$ cat src/rtl/mips_pkg.sv
// mips_pkg: instruction-type encodings, opcode constants and the decoded bundle
// shared by the MIPS-32 decode stage.
package mips_pkg;
   typedef enum logic [1:0] {
      T_R    = 2'd0,
      T_J    = 2'd1,
      T_HALT = 2'd2,
      T_I    = 2'd3
   } itype_e;

   localparam logic [5:0] OP_RTYPE = 6'h00;
   localparam logic [5:0] OP_J     = 6'h02;
   localparam logic [5:0] OP_JAL   = 6'h03;
   localparam logic [5:0] OP_BEQ   = 6'h04;
   localparam logic [5:0] OP_BNE   = 6'h05;
   localparam logic [5:0] OP_LW    = 6'h23;
   localparam logic [5:0] OP_SW    = 6'h2B;
   localparam logic [5:0] OP_ANDI  = 6'h0C;
   localparam logic [5:0] OP_ORI   = 6'h0D;
   localparam logic [5:0] OP_XORI  = 6'h0E;
   localparam logic [5:0] OP_HALT  = 6'h3F;

   typedef struct packed {
      logic [5:0]  opcode;
      logic [4:0]  rs;
      logic [4:0]  rt;
      logic [4:0]  rd;
      logic [4:0]  sa;
      logic [5:0]  funct;
      logic [15:0] imm16;
      logic [31:0] imm_ext;
      logic [25:0] jaddr;
      itype_e      itype;
   } dec_t;
endpackage

$ cat src/rtl/id_field_decode.sv
// id_field_decode: classifies an instruction word and splits it into fields,
// zeroing every field the instruction type does not use.
module id_field_decode
   import mips_pkg::*;
(
   input  logic [31:0] instr_i,
   output dec_t        dec_o,
   output logic        reads_rt_o
);
   logic [5:0] op;
   logic       is_r, is_i, is_j, zext;
   itype_e     itype;

   always_comb begin
      op    = instr_i[31:26];
      itype = op == OP_RTYPE ? T_R : op == OP_J ? T_J : op == OP_HALT ? T_HALT : T_I;
      is_r  = itype == T_R;
      is_i  = itype == T_I;
      is_j  = itype == T_J;
      zext  = op == OP_ANDI || op == OP_ORI || op == OP_XORI;
      dec_o         = '0;
      dec_o.opcode  = op;
      dec_o.itype   = itype;
      dec_o.rs      = (is_r || is_i) ? instr_i[25:21] : 5'd0;
      dec_o.rt      = (is_r || is_i) ? instr_i[20:16] : 5'd0;
      dec_o.rd      = is_r ? instr_i[15:11] : 5'd0;
      dec_o.sa      = is_r ? instr_i[10:6] : 5'd0;
      dec_o.funct   = is_r ? instr_i[5:0] : 6'd0;
      dec_o.imm16   = is_i ? instr_i[15:0] : 16'd0;
      dec_o.imm_ext = !is_i ? 32'd0 : zext ? {16'd0, instr_i[15:0]} : {{16{instr_i[15]}}, instr_i[15:0]};
      dec_o.jaddr   = is_j ? instr_i[25:0] : 26'd0;
      // rt is a source only for R-type, branches and stores; elsewhere it is a destination
      reads_rt_o    = is_r || op == OP_BEQ || op == OP_BNE || op == OP_SW;
   end
endmodule

$ cat src/rtl/id_decode_pipe.sv
// id_decode_pipe: registered, valid/ready decode stage with load-use interlock,
// flush, sticky halt and a saturating stall counter.
module id_decode_pipe
   import mips_pkg::*;
#(
   parameter int PC_W      = 32,
   parameter bit HAZARD_EN = 1'b1,
   parameter int CNT_W     = 16
) (
   input  logic             clk,
   input  logic             rst,
   input  logic             in_valid,
   output logic             in_ready,
   input  logic [31:0]      instruction,
   input  logic [PC_W-1:0]  pc_in,
   output logic             out_valid,
   input  logic             out_ready,
   input  logic             flush,
   input  logic             ex_load_valid,
   input  logic [4:0]       ex_load_rt,
   output logic [5:0]       opcode,
   output logic [4:0]       rs,
   output logic [4:0]       rt,
   output logic [4:0]       rd,
   output logic [4:0]       sa,
   output logic [5:0]       funct,
   output logic [15:0]      imm16,
   output logic [31:0]      imm_ext,
   output logic [25:0]      jaddr,
   output logic [1:0]       instr_type,
   output logic [PC_W-1:0]  pc_out,
   output logic             halted,
   output logic [CNT_W-1:0] stall_cnt
);
   dec_t             dec_d, dec_q;
   logic             reads_rt, hazard, room, accept, stall;
   logic [PC_W-1:0]  pc_q;
   logic             valid_q, halted_q;
   logic [CNT_W-1:0] cnt_q;

   id_field_decode u_dec (
      .instr_i    (instruction),
      .dec_o      (dec_d),
      .reads_rt_o (reads_rt)
   );

   always_comb begin
      hazard = HAZARD_EN && in_valid && ex_load_valid && ex_load_rt != 5'd0
               && (dec_d.itype == T_R || dec_d.itype == T_I)
               && (dec_d.rs == ex_load_rt || (reads_rt && dec_d.rt == ex_load_rt));
      room   = !rst && !flush && !halted_q && (!valid_q || out_ready);
      stall  = room && hazard;
      accept = in_valid && room && !hazard;
   end

   assign in_ready = room && !hazard;

   always_ff @(posedge clk) begin
      if (rst) begin
         dec_q    <= '0;
         pc_q     <= '0;
         valid_q  <= 1'b0;
         halted_q <= 1'b0;
         cnt_q    <= '0;
      end else begin
         if (accept) begin
            dec_q <= dec_d;
            pc_q  <= pc_in;
         end
         valid_q  <= flush ? 1'b0 : accept ? 1'b1 : valid_q && !out_ready;
         // squashing a HALT that never left this stage undoes the halt
         halted_q <= (flush && valid_q && dec_q.itype == T_HALT) ? 1'b0
                   : (accept && dec_d.itype == T_HALT) ? 1'b1 : halted_q;
         if (stall && !(&cnt_q)) cnt_q <= cnt_q + CNT_W'(1);
      end
   end

   assign out_valid  = valid_q;
   assign opcode     = dec_q.opcode;
   assign rs         = dec_q.rs;
   assign rt         = dec_q.rt;
   assign rd         = dec_q.rd;
   assign sa         = dec_q.sa;
   assign funct      = dec_q.funct;
   assign imm16      = dec_q.imm16;
   assign imm_ext    = dec_q.imm_ext;
   assign jaddr      = dec_q.jaddr;
   assign instr_type = dec_q.itype;
   assign pc_out     = pc_q;
   assign halted     = halted_q;
   assign stall_cnt  = cnt_q;
endmodule

$ cat config.mk
export PLATFORM = sky130hd
export DESIGN_NAME = id_decode_pipe
export DESIGN_NICKNAME = d
export VERILOG_FILES = /design/src/rtl/mips_pkg.sv /design/src/rtl/id_field_decode.sv /design/src/rtl/id_decode_pipe.sv
export SDC_FILE = /design/constraint.sdc
export NUM_CORES = 1
export LEC_CHECK = 0
export ABC_AREA = 1
export BUFFER_PORTS_ARGS = -buffer_cell sky130_fd_sc_hd__buf_2
export CORE_ASPECT_RATIO = 0.75
export CORE_MARGIN = 3
export CORE_UTILIZATION = 48
export CTS_BUF_LIST = sky130_fd_sc_hd__clkbuf_16
export DETAILED_ROUTE_END_ITERATION = 12
export PLACE_DENSITY = 0.76
export SYNTH_ARGS = -nofsm -noshare
export SYNTH_HDL_FRONTEND = slang
export SYNTH_HIERARCHICAL = 1
export SYNTH_SLANG_ARGS = --single-unit
$ cat constraint.sdc
create_clock -name clk -period 2.3 [get_ports clk]
set_input_delay 0.115 -clock clk [delete_from_list [all_inputs] [get_ports clk]]
set_output_delay 0.115 -clock clk [all_outputs]
set_load 0.02 [all_outputs]
==> results of run 1 <==
cell usage in the layout (no fill, tap or decap), types with 2 or more instances in the layout:
master                          netlist  routed
sky130_fd_sc_hd__clkinv_4             0       2
sky130_fd_sc_hd__o21bai_1             4       4
sky130_fd_sc_hd__a21oi_1              5       5
sky130_fd_sc_hd__inv_8                0       3
sky130_fd_sc_hd__dfxtp_1            158     158
sky130_fd_sc_hd__o21ai_1             30      30
sky130_fd_sc_hd__nand2_1            139     139
sky130_fd_sc_hd__o21ai_0            111     111
sky130_fd_sc_hd__inv_6                0       6
sky130_fd_sc_hd__dlygate4sd3_1        0      36
sky130_fd_sc_hd__clkbuf_16            0      18
sky130_fd_sc_hd__nor2_1             353     346
sky130_fd_sc_hd__nand3_1             20      20
sky130_fd_sc_hd__ha_1                 5       4
sky130_fd_sc_hd__buf_12               0       5
sky130_fd_sc_hd__nor2_2               3      10
sky130_fd_sc_hd__nand4_1              5       5
sky130_fd_sc_hd__inv_2                4       3
sky130_fd_sc_hd__buf_4               40      28
sky130_fd_sc_hd__clkinv_8             0       2
sky130_fd_sc_hd__inv_1              103     103
sky130_fd_sc_hd__buf_2               19     233
what timing repair did:
action,4_1_cts,5_1_grt
endpoints found under the setup margin,0,82
gates resized for setup,0,10
hold buffers,36,0
hold endpoints to repair,35,0
worst max path at each step:
stage	startpoint	cells after the start	to
2_1_floorplan	instruction[30]	19	imm_ext[16]
3_3_place_gp	instruction[28]	18	pc_out[26]
3_5_place_dp	instruction[26]	19	pc_out[24]
4_1_cts	instruction[26]	15	in_ready
5_1_grt	instruction[29]	18	imm_ext[29]
6_report	instruction[30]	18	pc_out[23]
metrics by stage:
step,TNS [ns],instances,util,hold WS [ns]
after floorplan,0,1042,-,0.187
after global placement,-11.59,1411,0.583,0.349
after detailed placement,-20.53,1411,0.583,0.346
after CTS,0,1479,0.649,0.00527
after global routing,0,1480,0.653,0.0234
final,0,1480,0.653,0.0113
sequential cells by signal (all words and copies together) (netlist names):
signal and cells:
imm16 16, out_valid 1, jaddr 26, imm_ext 32, stall_cnt 16, halted 1, funct 6, rd 5
rs 5, pc_out 32, rt 5, opcode 6, instr_type 2, sa 5
layout make-up:
class	count	share of cell area
clock inverters	15	0.0161
multi-input cells	683	0.317
flip-flops and latches	158	0.344
repair buffers	304	0.205
well taps	195	0.0265
inverters	108	0.0445
clock buffers	17	0.0463
routing by layer:
layer  up-vias  global-route usage
met1      3098               0.303
met2       236               0.371
met3        26              0.0789
met4         4              0.0602
met5         -                   0
li1       3617                   -
worst reg2reg max path: stages, from the launching register on:
cell	delay (ns)
sky130_fd_sc_hd__dfxtp_1	0.32
sky130_fd_sc_hd__inv_1	0.05
sky130_fd_sc_hd__nor2_1	0.05
sky130_fd_sc_hd__nor3_2	0.28
sky130_fd_sc_hd__inv_2	0.09
sky130_fd_sc_hd__nor2_2	0.13
sky130_fd_sc_hd__nand2_4	0.14
sky130_fd_sc_hd__inv_4	0.12
sky130_fd_sc_hd__buf_12	0.25
sky130_fd_sc_hd__nand2_1	0.10
sky130_fd_sc_hd__a21oi_1	0.13
cell families after synthesis:
group / after synthesis / share of synthesized area
AOI/OAI and AO/OA: 153 / 0.111
xor gates and xnor gates: 1 / 0.00124
adders and majority gates: 5 / 0.00885
buffers and inverters: 201 / 0.145
DFF: 158 / 0.447
and+or+nand+nor: 524 / 0.287
power breakdown:
group / switching, mW / internal, mW
Clock: 1.25 / 1.44
Sequential: 0.0687 / 2.86
Combinational: 0.560 / 0.356
==> results.sh, run 1 <==
export IMPL_p_total_mw=6.54
export IMPL_cp_cell_sequence="buf_2 -> nor2_2 -> nand2_1 -> nor2_2 -> ha_4 -> nor2_1 -> inv_1 -> nand2_1 -> nand2_1 -> nor2_1 -> nand3_1 -> nand2_2 -> nand2_1 -> nand2_4 -> inv_4 -> buf_12 -> nor2_1 -> nor2_1"
export IMPL_cts_max_level=4
export IMPL_cp_top_family="simple AND/OR/NAND/NOR gates"
export IMPL_post_synth_top_area_cell="sky130_fd_sc_hd__dfxtp_1"
export IMPL_syn2layout_area_growth_pct=30.0
export IMPL_tritoncts_num_buffers=17
export IMPL_floorplan_die_area_um2=16200
export IMPL_num_io_pins=234
export IMPL_fp_row_count=37
export IMPL_async_flop_share=0
export IMPL_max_slew_margin_rel=0.622
export IMPL_clkSinkCount=158
export IMPL_tightestPinTransition_ns=0.567
export IMPL_route_detailed_drc=0
export IMPL_synth_seq_cells=158
export IMPL_synth_net_count=1122
export IMPL_hold_path_end="opcode[4]"
export IMPL_mappedNetlistArea_um2=7070
export IMPL_crit_reg2reg_launch="out_valid"
export IMPL_die_w_um=146
export IMPL_routed_wl_met2_um=8990
export IMPL_dpl_hpwl_um=12900
export IMPL_rd_place_congestion=0.846
export IMPL_worstPathArrival_ns=2.31
export IMPL_hold_viol_final=0
export IMPL_wirelength_met1_um=8640
export IMPL_cellPowerDensity_nw_per_um2=712
export IMPL_rsz0062_at_grt="no"
export IMPL_drive_gt1_frac=0.248
export IMPL_max_freq_mhz=500
export IMPL_final_fill_count=1307
export IMPL_routed_wirelength_um=19600
export IMPL_first_global_vias=6359
export IMPL_largest_net_degree_at_the_start_of_global_routing=155
export IMPL_startpoint_type="input port"
export IMPL_cts_tree="done"
export IMPL_regArea_um2=3160
export IMPL_insertion_delay_to_the_later_sink_of_the_worst_skew_pair_ns=0.42
export IMPL_synth_enable_flop_cells=0
export IMPL_yosysWarnings=6
export IMPL_regToRegEndpoint="halted"
export IMPL_synth_seq_area_share=0.447
export IMPL_detail_route_first_pass_iterations=4
export IMPL_fin_nets=1352
export IMPL_slew_violations=0
export IMPL_power_static_leakage_nw=4.82
export IMPL_chipHeight_um=111
export IMPL_synth_top_area_frac=0.447
export IMPL_initial_core_utilization=0.502
export IMPL_critical_path_class="input port to flip-flop"
export IMPL_cp_max_fo=60
export IMPL_setup_viol_count_final=0
export IMPL_reg2reg_slack_ns=0.57
export IMPL_post_synth_num_cell_types=27
export IMPL_worst_hold_path_type="input port to flip-flop"
export IMPL_dr_total_vias=6981
export IMPL_drtAntennaViolNets=0
export IMPL_critPathRequiredTime_ns=2.61
export IMPL_postSynthCellCount=1042
export IMPL_cp_slowest_stage_delay_ns=0.27
export IMPL_cts_repair_timing_setup_buffer_count=0
export IMPL_final_design_area_no_fill_um2=9200
export IMPL_count_of_buffering_cells_on_the_critical_path_with_inverters_included=4
export IMPL_footprint_of_the_multi_input_gates_um2=2920
export IMPL_synth_ff_type="sky130_fd_sc_hd__dfxtp_1"
export IMPL_fin_crit_sh=0.870
export IMPL_io_buffer_count=233
export IMPL_max_cap_violations=0
export IMPL_setup_slack_ns=0.298
export IMPL_drtIter0Drc=468
export IMPL_worst_hold_startpoint="instruction[30]"
export IMPL_highest_layer="met5"
export IMPL_fp_coreArea_um2=14100
export IMPL_placement_setup_worst_slack_ns=-0.170
export IMPL_dr_wl_met3_um=1710
export IMPL_yosys_top_cells_count="sky130_fd_sc_hd__nor2_1, sky130_fd_sc_hd__dfxtp_1, sky130_fd_sc_hd__nand2_1, sky130_fd_sc_hd__o21ai_0, sky130_fd_sc_hd__inv_1"
export IMPL_placed_cell_area_um2=8200
export IMPL_insertedDiodeCount=0
export IMPL_vias_per_cell=4.72
export IMPL_grt_pass1_wl_um=31700
export IMPL_routedWlPerCell_um=13.3
export IMPL_track_usage=0.233
export IMPL_worst_r2r_path_depth=10
export IMPL_syn_mean_instance_area_um2=6.79
export IMPL_final_min_clock_period_ns=2.00
export IMPL_power_ir_vdd_worst_v=0.000460
export IMPL_clock_skew_ns=0.0125
export IMPL_antenna_found_initial=2
export IMPL_crit_slowest_cell="sky130_fd_sc_hd__ha_4"
export IMPL_yosys_cell_count_top_type="sky130_fd_sc_hd__nor2_1"
export IMPL_ys_top_cells_by_area="sky130_fd_sc_hd__dfxtp_1, sky130_fd_sc_hd__nor2_1, sky130_fd_sc_hd__o21ai_0"
export IMPL_critPathCaptureType="flip-flop"
export IMPL_grt_ovfl_total=0
export IMPL_min_path_cells=3
export IMPL_worst_setup_hold_path_clk_slew_ns=0.07
export IMPL_cts_root_buffer="sky130_fd_sc_hd__clkbuf_16"
export IMPL_status="complete, no violations"
export IMPL_clk_path_buf_depth=2
No activity file was read; power rests on OpenSTA's default activity.
==> run 2: changes to the inputs <==
--- a/config.mk
+++ b/config.mk
@@ -13,2 +13,3 @@
 export CTS_BUF_LIST = sky130_fd_sc_hd__clkbuf_16
+export CTS_CLUSTER_SIZE = 24
 export DETAILED_ROUTE_END_ITERATION = 12
==> constraint.sdc (replaced) <==
create_clock -name clk -period 2.3 [get_ports clk]
set_input_delay 0.345 -clock clk [delete_from_list [all_inputs] [get_ports clk]]
set_output_delay 0.345 -clock clk [all_outputs]
set_load 0.02 [all_outputs]
==> results.sh, run 2 (synthesized netlist as in run 1, its figures left out) <==
export IMPL_startpoint_type="input port"
export IMPL_io_buffer_count=233
export IMPL_placed_cell_area_um2=8380
export IMPL_count_of_buffering_cells_on_the_critical_path_with_inverters_included=4
export IMPL_cts_root_buffer="sky130_fd_sc_hd__clkbuf_16"
export IMPL_critical_path_class="input port to primary output"
export IMPL_power_ir_vdd_worst_v=0.000536
export IMPL_final_design_area_no_fill_um2=9290
export IMPL_antenna_found_initial=1
export IMPL_rd_place_congestion=0.862
export IMPL_syn2layout_area_growth_pct=31.4
export IMPL_rsz0062_at_grt="yes"
export IMPL_fin_hold_ws_ns=0.156
export IMPL_p_total_mw=6.72
export IMPL_dr_wl_met3_um=1610
export IMPL_grt_pass1_wl_um=30100
export IMPL_cp_top_family="simple AND/OR/NAND/NOR gates"
export IMPL_clkSinkCount=158
export IMPL_fp_row_count=37
export IMPL_cp_slowest_stage_delay_ns=0.24
export IMPL_chipHeight_um=111
export IMPL_routed_wirelength_um=19500
export IMPL_fp_coreArea_um2=14100
export IMPL_fin_nets=1333
export IMPL_vias_per_cell=4.79
export IMPL_max_slew_margin_rel=0.572
export IMPL_largest_net_degree_at_the_start_of_global_routing=155
export IMPL_layout_common_cells="sky130_fd_sc_hd__nor2_1, sky130_fd_sc_hd__buf_2, sky130_fd_sc_hd__dfxtp_1, sky130_fd_sc_hd__nand2_1, sky130_fd_sc_hd__o21ai_0"
export IMPL_cellPowerDensity_nw_per_um2=723
export IMPL_setup_viol_count_final=0
export IMPL_drtAntennaViolNets=0
export IMPL_final_min_clock_period_ns=2.26
export IMPL_utilization=0.660
export IMPL_worst_setup_hold_path_clk_slew_ns=0.06
export IMPL_grt_ovfl_total=0
export IMPL_tightestPinTransition_ns=0.643
export IMPL_routedWlPerCell_um=13.3
export IMPL_die_w_um=146
export IMPL_first_global_vias=6064
export IMPL_tritoncts_num_buffers=17
export IMPL_detail_route_first_pass_iterations=5
export IMPL_num_io_pins=234
export IMPL_slew_violations=0
export IMPL_route_detailed_drc=0
export IMPL_fin_crit_sh=0.985
export IMPL_clock_skew_ns=0.00731
export IMPL_floorplan_die_area_um2=16200
export IMPL_drtIter0Drc=482
export IMPL_layout_commonest_cell="sky130_fd_sc_hd__nor2_1"
export IMPL_cts_tree="done"
export IMPL_critPathRequiredTime_ns=1.96
export IMPL_dr_total_vias=6993
export IMPL_worstPathArrival_ns=1.92
export IMPL_cp_cell_sequence="buf_2 -> nor2_1 -> nand3_1 -> nand2_2 -> ha_4 -> buf_12 -> nor2_4 -> inv_1 -> nand2_1 -> nand2_1 -> nor2_1 -> nand3_1 -> nand2_2 -> a21oi_2 -> buf_6"
export IMPL_highest_layer="met5"
export IMPL_wirelength_met1_um=8950
export IMPL_dpl_hpwl_um=13600
export IMPL_track_usage=0.224
export IMPL_insertion_delay_to_the_later_sink_of_the_worst_skew_pair_ns=0.41
export IMPL_status="complete, no violations"
export IMPL_max_freq_mhz=442
export IMPL_cp_max_fo=5
export IMPL_clk_path_buf_depth=2
export IMPL_insertedDiodeCount=0
export IMPL_routed_wl_met2_um=8700
export IMPL_max_cap_violations=0
export IMPL_crit_slowest_cell="sky130_fd_sc_hd__ha_4"
export IMPL_critPathCaptureType="primary output"
export IMPL_worst_hold_path_type="input port to flip-flop"
export IMPL_hold_viol_final=0
export IMPL_drive_gt1_frac=0.297
export IMPL_initial_core_utilization=0.502
export IMPL_power_static_leakage_nw=4.84
export IMPL_cts_max_level=4
[run 2: cell count changes in the layout (fill, tap and decap cells not counted), moves of 3 or more]
cell,change
sky130_fd_sc_hd__nor2_1,-34
sky130_fd_sc_hd__nor2_2,+22
sky130_fd_sc_hd__inv_8,-3
sky130_fd_sc_hd__buf_6,+10
sky130_fd_sc_hd__bufinv_16,+3
sky130_fd_sc_hd__inv_6,-3
sky130_fd_sc_hd__buf_2,-5
sky130_fd_sc_hd__dlygate4sd3_1,-36
sky130_fd_sc_hd__nand2_1,-5
sky130_fd_sc_hd__nand2_2,+5
sky130_fd_sc_hd__buf_4,+6
sky130_fd_sc_hd__inv_2,+3
sky130_fd_sc_hd__nor2_4,+12
[run 2: final cells by class]
type                       instances  area, µm²
clock buffer                      17        425
clock inverter                    15        171
fill                            1281       4780
inverter                         108        419
multi-input combinational        683       3090
sequential                       158       3160
tap                              195        244
timing repair buffer             285       1780
[run 2: final timing paths]
check / from / endpoint / slack (ns) / cells after the start
setup / recovery: instruction[26] / in_ready / 0.04 / 15
hold / removal: rst / stall_cnt[6] / 0.16 / 2
setup reg to reg: stall_cnt[1] / stall_cnt[2] / 0.46 / 8
hold reg to reg: imm_ext[14] / imm_ext[14] / 0.48 / 2
[run 2: timing repair]
item                                    4_1_cts  5_1_grt
gates cloned                                  0        3
hold buffers                                  0        0
pin swaps                                     5       21
gates resized for setup                       5       66
setup buffers                                 6        1
endpoints found under the setup margin        1      153
hold endpoints to repair                      0        0
[run 2: layer usage]
metal  vias up  track usage
met5         -            0
met4         2       0.0645
met3        23       0.0703
met2       256        0.344
met1      3129        0.303
li1       3583            -
[run 2: worst reg2reg max path, stage by stage, from the launching register on]
cell	delay [ns]
sky130_fd_sc_hd__dfxtp_1	0.38
sky130_fd_sc_hd__ha_1	0.19
sky130_fd_sc_hd__nand2_1	0.07
sky130_fd_sc_hd__nor2_1	0.29
sky130_fd_sc_hd__nand4_1	0.30
sky130_fd_sc_hd__nand4_1	0.31
sky130_fd_sc_hd__nand2_1	0.08
sky130_fd_sc_hd__nand2_1	0.06
sky130_fd_sc_hd__nor2_1	0.05
[run 2: stage by stage]
stage	instances	TNS [ns]	setup WS, ns
after floorplan	1042	0	0.00596
after global placement	1420	-41.31	-0.315
after detailed placement	1420	-48.88	-0.366
after CTS	1457	0	0.00536
after global routing	1461	-3.70	-0.0862
final	1461	0	0.0355
[run 2: where the power goes]
| group | switching (mW) | internal [mW] |
|---|---|---|
| Clock | 1.13 | 1.71 |
| Sequential | 0.0754 | 2.87 |
| Combinational | 0.576 | 0.367 |
| Total | 1.78 | 4.94 |
==> run 3: changes to the inputs <==
- RECOVER_POWER: default -> 100
==> results.sh, run 3 (synthesized netlist as in run 1, its figures left out) <==
export IMPL_worst_hold_startpoint="rst"
export IMPL_grt_pass1_wl_um=30100
export IMPL_placed_cell_area_um2=8380
export IMPL_min_path_cells=2
export IMPL_antenna_found_initial=1
export IMPL_floorplan_die_area_um2=16200
export IMPL_clock_skew_ns=0.00854
export IMPL_route_detailed_drc=0
export IMPL_fin_crit_sh=0.982
export IMPL_grt_ovfl_total=0
export IMPL_largest_net_degree_at_the_start_of_global_routing=155
export IMPL_insertedDiodeCount=0
export IMPL_cellPowerDensity_nw_per_um2=736
export IMPL_cp_max_fo=5
export IMPL_insertion_delay_to_the_later_sink_of_the_worst_skew_pair_ns=0.41
export IMPL_hold_path_end="stall_cnt[6]"
export IMPL_detail_route_first_pass_iterations=6
export IMPL_worstPathArrival_ns=1.91
export IMPL_final_min_clock_period_ns=2.26
export IMPL_critPathRequiredTime_ns=1.96
export IMPL_rsz0062_at_grt="yes"
export IMPL_num_io_pins=234
export IMPL_fp_row_count=37
export IMPL_critical_path_class="input port to primary output"
export IMPL_hold_viol_final=0
export IMPL_max_freq_mhz=443
export IMPL_regToRegEndpoint="stall_cnt[2]"
export IMPL_ctsHoldBuffers=0
export IMPL_initial_core_utilization=0.502
export IMPL_routedWlPerCell_um=13.5
export IMPL_first_global_vias=6064
export IMPL_worst_hold_path_type="input port to flip-flop"
export IMPL_worstSetupStartpoint="instruction[26]"
export IMPL_power_ir_vdd_worst_v=0.000535
export IMPL_max_cap_violations=0
export IMPL_reg2reg_slack_ns=0.46
export IMPL_slew_violations=0
export IMPL_tightestPinTransition_ns=0.629
export IMPL_clk_path_buf_depth=2
export IMPL_drtIter0Drc=500
export IMPL_dpl_hpwl_um=13600
export IMPL_routed_wirelength_um=19700
export IMPL_layout_common_cells="sky130_fd_sc_hd__nor2_1, sky130_fd_sc_hd__dfxtp_1, sky130_fd_sc_hd__clkbuf_1, sky130_fd_sc_hd__nand2_1, sky130_fd_sc_hd__o21ai_0"
export IMPL_cts_tree="done"
export IMPL_final_design_area_no_fill_um2=9100
export IMPL_cts_root_buffer="sky130_fd_sc_hd__clkbuf_16"
export IMPL_clkSinkCount=158
export IMPL_utilization=0.646
export IMPL_setup_viol_count_final=0
export IMPL_drtAntennaViolNets=0
export IMPL_tritoncts_num_buffers=17
export IMPL_vias_per_cell=4.82
export IMPL_dr_total_vias=7038
export IMPL_cts_max_level=4
export IMPL_startpoint_type="input port"
export IMPL_die_w_um=146
export IMPL_max_slew_margin_rel=0.580
export IMPL_syn2layout_area_growth_pct=28.6
export IMPL_critPathCaptureType="primary output"
export IMPL_rd_place_congestion=0.862
export IMPL_drive_gt1_frac=0.172
export IMPL_track_usage=0.224
export IMPL_chipHeight_um=111
export IMPL_worst_setup_hold_path_clk_slew_ns=0.06
export IMPL_fp_coreArea_um2=14100
export IMPL_worst_r2r_path_depth=8
export IMPL_power_static_leakage_nw=4.18
export IMPL_layout_commonest_cell="sky130_fd_sc_hd__nor2_1"
export IMPL_fin_nets=1333
export IMPL_io_buffer_count=233
export IMPL_crit_reg2reg_launch="stall_cnt[1]"
export IMPL_status="complete, no violations"
[run 3: cell types whose count changed in the layout (fill, tap and decap cells not counted)]
| cell | previous run | this run |
|---|---|---|
| sky130_fd_sc_hd__buf_2 | 228 | 70 |
| sky130_fd_sc_hd__clkbuf_1 | 0 | 158 |
[run 3: per-layer routing]
metal	GRT usage	routed length, µm
met5	0	13
met3	0.0703	1690
met1	0.303	9020
met4	0.0645	154
met2	0.344	8830
[run 3: where the power goes]
part | switching, mW | internal [mW] | leakage [nW]
clock network | 1.13 | 1.71 | 0.300
logic | 0.578 | 0.332 | 2.59
registers | 0.0797 | 2.87 | 1.29
[run 3: area by class of cell]
type                    count  area, µm²
repair buffers            285       1590
well taps                 195        244
multi-input cells         683       3090
flip-flops and latches    158       3160
clock inverters            15        171
clock buffers              17        425
inverters                 108        419
fillers                  1361       4980
[run 3: critical path: stages]
cell and delay [ns]:
sky130_fd_sc_hd__buf_2 0.13, sky130_fd_sc_hd__nand2_1 0.07, sky130_fd_sc_hd__inv_1 0.05, sky130_fd_sc_hd__nand2_1 0.09, sky130_fd_sc_hd__nand2_2 0.09, sky130_fd_sc_hd__ha_4 0.34
sky130_fd_sc_hd__buf_12 0.14, sky130_fd_sc_hd__nor2_4 0.04, sky130_fd_sc_hd__inv_2 0.05, sky130_fd_sc_hd__nand2_1 0.04, sky130_fd_sc_hd__nand2_1 0.07, sky130_fd_sc_hd__nor2_2 0.03
sky130_fd_sc_hd__nand3_1 0.08, sky130_fd_sc_hd__nand2_2 0.07, sky130_fd_sc_hd__a21oi_2 0.13, sky130_fd_sc_hd__buf_6 0.14
[run 3: per-stage QoR]
step	total power [mW]	instances	hold WS [ns]	TNS [ns]	worst slack (ns)
finish	6.69	1461	0.154	0	0.0404
global route	6.97	1461	0.148	-3.70	-0.0862
CTS	6.73	1457	0.135	0	0.00536
detailed placement	3.88	1420	0.466	-48.88	-0.366
global placement	3.87	1420	0.457	-41.31	-0.315
floorplan	3.59	1042	0.417	0	0.00596
[run 3: worst max-delay path by stage]
| stage | end | slack [ns] |
|---|---|---|
| 3_5_place_dp | pc_out[30] | -0.37 |
| 6_report | in_ready | 0.04 |
| 2_1_floorplan | imm_ext[16] | 0.006 |
| 3_3_place_gp | out_valid | -0.31 |
| 5_1_grt | in_ready | -0.09 |
| 4_1_cts | in_ready | 0.005 |
[run 3: what timing repair did]
action | CTS | global route
resized for setup | 5 | 66
cloned | 0 | 3
pin swaps | 5 | 21
setup buffers | 6 | 1
setup endpoints to repair | 1 | 153
